[config.mk]
export PLATFORM = sky130hd
export DESIGN_NAME = stream_collect
export DESIGN_NICKNAME = d
export VERILOG_FILES = /design/src/rtl/stream_collect.sv
export SDC_FILE = /design/constraint.sdc
export NUM_CORES = 1
export LEC_CHECK = 0
export CAP_MARGIN = 20
export CORE_AREA = 2 2 506 508
export DETAILED_ROUTE_END_ITERATION = 7
export DIE_AREA = 0 0 508 510
export PLACE_DENSITY_LB_ADDON = 0.25
export SLEW_MARGIN = 10
export SYNTH_ARGS = -nofsm -noshare
export SYNTH_HDL_FRONTEND = slang
export SYNTH_SLANG_ARGS = --single-unit
[constraint.sdc]
create_clock -name clk -period 2.2 [get_ports clk]
set_clock_uncertainty 0.05 [all_clocks]
set_input_delay 0.44 -clock clk [delete_from_list [all_inputs] [get_ports clk]]
set_output_delay 0.44 -clock clk [all_outputs]
set_load 0.02 [all_outputs]
[src/rtl/stream_collect.sv]
// Purpose: merge IN_NB beat streams in strict fixed order, CHUNK_NB beats per input per round.
// Latency: 0 cycles by default; 1 cycle via 2-entry skid buffer when STREAM_COLLECT_OUT_PIPE_EN is defined.
// Backpressure: only the selected input sees ready; a stalled output or idle selected input freezes the round.
module stream_collect #(
    parameter int OP_W     = 32,
    parameter int COEF     = 8,
    parameter int IN_NB    = 4,
    parameter int CHUNK_NB = 2
) (
    input  logic                                        clk,
    input  logic                                        s_rst_n,
    input  logic [IN_NB-1:0][COEF-1:0][OP_W-1:0]        in_data,
    input  logic [IN_NB-1:0]                            in_vld,
    output logic [IN_NB-1:0]                            in_rdy,
    output logic [COEF-1:0][OP_W-1:0]                   out_data,
    output logic                                        out_vld,
    input  logic                                        out_rdy,
    output logic [((IN_NB > 1) ? $clog2(IN_NB) : 1)-1:0] out_src,
    output logic                                        out_last
);

    localparam int SRC_W = (IN_NB > 1) ? $clog2(IN_NB) : 1;
    localparam int CNT_W = (CHUNK_NB > 1) ? $clog2(CHUNK_NB) : 1;
    localparam logic [SRC_W-1:0] SEL_MAX = SRC_W'(IN_NB - 1);
    localparam logic [CNT_W-1:0] CNT_MAX = CNT_W'(CHUNK_NB - 1);

    typedef struct packed {
        logic [COEF-1:0][OP_W-1:0] dat;
        logic [SRC_W-1:0]          src;
        logic                      last;
    } beat_t;

    logic [SRC_W-1:0] sel;
    logic [CNT_W-1:0] cnt;
    logic             sel_rdy;
    logic             acc;
    beat_t            in_beat;

    assign in_beat.dat  = in_data[sel];
    assign in_beat.src  = sel;
    assign in_beat.last = (sel == SEL_MAX) && (cnt == CNT_MAX);
    assign acc          = in_vld[sel] & sel_rdy;

    always_comb begin
        in_rdy      = '0;
        in_rdy[sel] = sel_rdy;
    end

    // Round position only moves on an accepted beat from the selected input.
    always_ff @(posedge clk) begin
        if (!s_rst_n) begin
            sel <= '0;
            cnt <= '0;
        end else if (acc) begin
            if (cnt == CNT_MAX) begin
                cnt <= '0;
                sel <= (sel == SEL_MAX) ? '0 : sel + 1'b1;
            end else begin
                cnt <= cnt + 1'b1;
            end
        end
    end

`ifdef STREAM_COLLECT_OUT_PIPE_EN
    beat_t main_q;
    beat_t skid_q;
    logic  main_vld;
    logic  skid_vld;

    // Ready depends only on skid occupancy, so out_rdy never reaches in_rdy combinationally.
    assign sel_rdy = s_rst_n & ~skid_vld;

    always_ff @(posedge clk) begin
        if (!s_rst_n) begin
            main_vld <= 1'b0;
            skid_vld <= 1'b0;
        end else if (!main_vld || out_rdy) begin
            main_vld <= skid_vld | acc;
            skid_vld <= 1'b0;
            if (skid_vld) begin
                main_q <= skid_q;
            end else if (acc) begin
                main_q <= in_beat;
            end
        end else if (acc) begin
            skid_q   <= in_beat;
            skid_vld <= 1'b1;
        end
    end

    assign out_vld  = main_vld;
    assign out_data = main_q.dat;
    assign out_src  = main_q.src;
    assign out_last = main_q.last;
`else
    assign sel_rdy  = s_rst_n & out_rdy;
    assign out_vld  = s_rst_n & in_vld[sel];
    assign out_data = in_beat.dat;
    assign out_src  = in_beat.src;
    assign out_last = in_beat.last;
`endif

endmodule

Word level (Yosys, flattened, before mapping)
Cells that the tools add are included.

word-level totals
  bits in latches = 0
  memories kept = 0
  register bits after elaboration = 3
  input port bits = 1031
  ROM bits = 0
  memory bits (writable) = 0
  output and inout bits = 264

operators by class
  div/mod/pow operators = 0
  $add $sub $neg = 2
  shift operators = 0
  $mul = 0
  muxes and demuxes = 8
  $lt $le $gt $ge = 2
  equal/unequal tests = 1
  bitwise gates (word level) = 4
  reduce and logical (&&, ||, !) cells = 3

operators by type and width
  cell                   count
  $bmux W256 S2          1
  $mux W256              1
  $and A4 B4 Y4          1
  $and A1 B1 Y1          3
  $lt A2 B3 Y1 const B   1
  $mux W1                3
  $add A2 B1 Y2 const B  1
  $bmux W1 S2            1
  $demux W1 S2           1
  $eq A2 B2 Y1 const B   1
  $ge A2 B1 Y1 const B   1
  $logic_and A1 B1 Y1    2
  $mux W2                1
  $reduce_and A2 Y1      1
  $add A1 B1 Y1 const B  1

Longest topological paths before layout
  depth after elaboration = 5
  depth in mapped cells = 7
  mapped depth without buffers = 4

Least setup slack after synthesis
No wires, ideal clock.

  kind = register to output
  start point = register sel[0], in the netlist out_src[0]
  end point = output port out_data[100] in the netlist's numbering
  cell stages (with the launch flop) = 5
  path buffers = 3
  path slack = 0.045 ns
  arrival = 1.665 ns
  data required time = 1.710 ns
  path through = dfxtp_1 -> buf_6 -> buf_6 -> buf_2 -> mux4_2

RTL lines
  element                   RTL line  RTL
  start: declaration        33        logic [SRC_W-1:0] sel;
  start signal: assignment  57        sel <= (sel == SEL_MAX) ? '0 : sel + 1'b1;
  end: declaration          15        output logic [COEF-1:0][OP_W-1:0] out_data,

==> results.sh <==
export IMPL_grt_pass1_wl_mm=260
export IMPL_drc_errors=0
export IMPL_rr_endpoint="out_src[0]$_SDFFE_PN0P_"
export IMPL_htreeDepth=1
export IMPL_cp_arrival_ns=2.05
export IMPL_post_route_min_period_ns=2.54
export IMPL_period_share_pct=115
export IMPL_start_util_pct=2.52
export IMPL_synth_cell_type_count=18
export IMPL_seqPwrFrac_pct=1.1
export IMPL_hold_end="out_src[1]$_SDFFE_PN0P_"
export IMPL_fmaxAchievable_mhz=394
export IMPL_syn_instance_count=346
export IMPL_track_usage_pct=17.1
export IMPL_drt_wl_total_mm=233
export IMPL_clk_pin_slew_ns=0.03
export IMPL_swShare_pct=40.0
export IMPL_cts_root_buf="clkbuf_16"
export IMPL_areaGrowthSynthToFinish_pct=316
export IMPL_timing_hold_violations_final=0
export IMPL_worst_ep_required_time_ns=1.71
export IMPL_setup_slack_ns=-0.341
export IMPL_clk_latency_ns=0.23
export IMPL_comb_power_share_pct=93.7
export IMPL_cpPeakStageDelay_ns=0.62
export IMPL_r2r_cells=9
export IMPL_drt_pass1_iter_count=5
export IMPL_hold_path_startpoint="cnt$_SDFFE_PN0P_"
export IMPL_finalSetupTns_ns=-46.17
export IMPL_p_per_area_nw_per_um2=206
export IMPL_crit_cells=6
export IMPL_grt_pass1_vias=13081
export IMPL_synth_fa_ha_area_share_pct=0.784
export IMPL_ioPinCount=1295
export IMPL_worstHoldPathCells=3
export IMPL_drtIter0Drc=948
export IMPL_syn_num_nets=1381
export IMPL_grt_max_degree=21
export IMPL_crit_fanout=8
export IMPL_syn_area_sq_um=6380
export IMPL_drv_slew=0
export IMPL_path_cells="buf_12 > buf_16 > buf_12 > buf_12 > mux4_2 > buf_6"
export IMPL_end_kind="output pin"
export IMPL_syn_avg_cell_area_sq_um=18.4
export IMPL_route_vias_total=13754
export IMPL_setup_violations=248
export IMPL_violations="setup timing"
export IMPL_worstMarginPinSlew_ns=0.428
export IMPL_die_w_um=508
export IMPL_power_internal_w=0.00328
export IMPL_fp_row_count=185
export IMPL_drive_above_1_share_pct=40.1
export IMPL_clock_tree_buffer_depth=2
export IMPL_gp_congestion=1.05
export IMPL_crit_path_top_delay_cell="mux4_2"
export IMPL_worstSetupStartpointType="flip-flop"
export IMPL_dp_hpwl_mm=219
export IMPL_crit_type="reg -> out"
export IMPL_status="finished with violations"
export IMPL_synth_compound_area_share_pct=0.392
export IMPL_seq_area_frac_synth_pct=0.941
export IMPL_p_total_w=0.00547
export IMPL_antenna_found_initial=405
export IMPL_synth_top_family_by_area="multiplexers"
export IMPL_synth_mux_area_share_pct=91.1
export IMPL_worst_path_buf_inv=5
export IMPL_grt_ovfl_total=0
export IMPL_p_clk_share_pct=5.2
export IMPL_yosys_area_share_simple_pct=1.16
export IMPL_rsz0062_at_grt="true"
export IMPL_io_buffers=1294
export IMPL_antenna_left=0
export IMPL_critical_path_most_common_cell="buf_12"
export IMPL_cpLargestDelayFamily="buffers and inverters"
export IMPL_rrSetupSlack_ns=0.16
export IMPL_p_sw_w=0.00219
export IMPL_relSlewSlack_pct=71.4
export IMPL_fillers=29072
export IMPL_die_h_um=510
export IMPL_wl_per_cell_um=44.8
export IMPL_postCtsHoldBufs=0
export IMPL_worstHoldPathType="reg -> reg"
export IMPL_fin_nets=2792
export IMPL_r2r_start="out_src[0]$_SDFFE_PN0P_"
export IMPL_synth_warnings=0
export IMPL_via_per_inst=2.65
export IMPL_p_leak_nw=8.44
export IMPL_cts_tree="built"
export IMPL_synth_xor_area_share_pct=0
export IMPL_cap_violations=0
export IMPL_coreArea_sq_um=253000
export IMPL_peakVddDrop_mv=0.208
export IMPL_die_area_sq_um=259000
export IMPL_ys_seq_elements=3
export IMPL_numCtsBuffers=3
export IMPL_cts_sinks=3
layout make-up:
| class | instances | area, sq um | area share [%] |
|---|---|---|---|
| timing repair buffer | 1464 | 16000 | 60.3 |
| sequential | 3 | 67.6 | 0.254 |
| multi-input combinational | 282 | 6010 | 22.6 |
| clock buffer | 4 | 78.8 | 0.297 |
| inverter | 3 | 11.3 | 0.0424 |
| antenna | 73 | 183 | 0.687 |
| tap | 3366 | 4210 | 15.8 |
worst min-delay path, delay by kind of cell (launching register included):
| kind | cells | cell delay [ns] |
|---|---|---|
| simple gates | 2 | 0.15 |
| flops | 1 | 0.33 |
| compound gates | 1 | 0.12 |
per-stage QoR:
stage / instances / hold WS [ns] / area (sq um) / setup WS [ns] / utilization [%]
after global placement: 5013 / 0.593 / 24300 / -0.561 / 9.59
after detailed placement: 5013 / 0.583 / 24300 / -0.552 / 9.59
final: 5195 / 0.597 / 26600 / -0.341 / 10.5
after CTS: 5094 / 0.590 / 25800 / -0.348 / 10.2
after floorplan: 346 / 0.448 / 6380 / 0.0447 / -
after global routing: 5143 / 0.662 / 26400 / -0.344 / 10.4
Yosys cell counts:
cell type	number	area (sq um)
mux4_2	257	5790
buf_2	30	150
buf_4	16	120
clkbuf_1	8	30.0
and3_1	5	31.3
buf_6	4	45.0
ha_1	4	50.1
dfxtp_1	3	60.1
inv_1	3	11.3
mux2i_1	3	30.0
nand2_1	3	11.3
and2_1	2	12.5
nor3_1	2	10.0
o21a_1	2	15.0
a21oi_1	1	5.00
nand3_1	1	5.00
nor2_1	1	3.75
o21ai_0	1	5.00
flip-flops by register name, summed over array words and instances (netlist names):
| register | cells |
|---|---|
| cnt | 1 |
| out_src | 2 |
routing by layer:
metal  up-vias  global-route usage [%]  routed length [um]
li1       4719                       -                   -
met1      6561                    19.7               89800
met2      1622                    25.2               93800
met3       626                    13.8               41500
met4       226                    2.15                6020
met5         -                       0                1530
worst max-delay path by stage:
stage	from	endpoint	slack (ns)
floorplan	out_src[0]$_SDFFE_PN0P_	out_data[100]	0.04
global placement	in_data[335]	out_data[79]	-0.56
detailed placement	in_data[335]	out_data[79]	-0.55
CTS	out_src[0]$_SDFFE_PN0P_	out_data[84]	-0.35
global route	out_src[0]$_SDFFE_PN0P_	out_data[125]	-0.34
finish	out_src[0]$_SDFFE_PN0P_	out_data[91]	-0.34
cells by family (layout without fill, tap and decap cells):
logic type,Yosys count,count (layout)
AO/OA/AOI/OAI,4,4
multiplexers,260,260
adder cells (fa/ha/maj),4,4
AND/OR/NAND/NOR,14,14
flip-flops,3,3
other,0,73
buffers and inverters,61,1471
layout by cell type (no fill, tap or decap), drive strengths merged:
| cell | count |
|---|---|
| nand3 | 1 |
| mux2i | 3 |
| buf | 426 |
| ha | 4 |
| nand2 | 3 |
| diode | 73 |
| mux4 | 257 |
| a21oi | 1 |
| clkdlybuf4s15 | 1 |
| clkbuf | 9 |
| and3 | 5 |
| o21a | 2 |
| o21ai | 1 |
| dfxtp | 3 |
| and2 | 2 |
| clkdlybuf4s50 | 1030 |
| nor3 | 2 |
| inv | 3 |
| dlymetal6s2s | 1 |
| bufbuf | 1 |
| nor2 | 1 |
power groups by stage:
stage	registers, W	clock network (W)	logic, W
6_report	0.0000576	0.000285	0.00513
5_1_grt	0.0000580	0.000296	0.00535
4_1_cts	0.0000574	0.000291	0.00514
3_5_place_dp	0.0000605	0	0.00489
3_3_place_gp	0.0000606	0	0.00490
2_1_floorplan	0.0000599	0	0.00111
repair_timing:
item / 4_1_cts / 5_1_grt
pin swaps: 0 / 0
resized for setup: 497 / 166
buffers inserted: 64 / 31
cloned: 14 / 4
setup endpoints to repair: 262 / 259
endpoints found under the hold margin: 0 / 0
No activity file was read; power rests on OpenSTA's default activity.
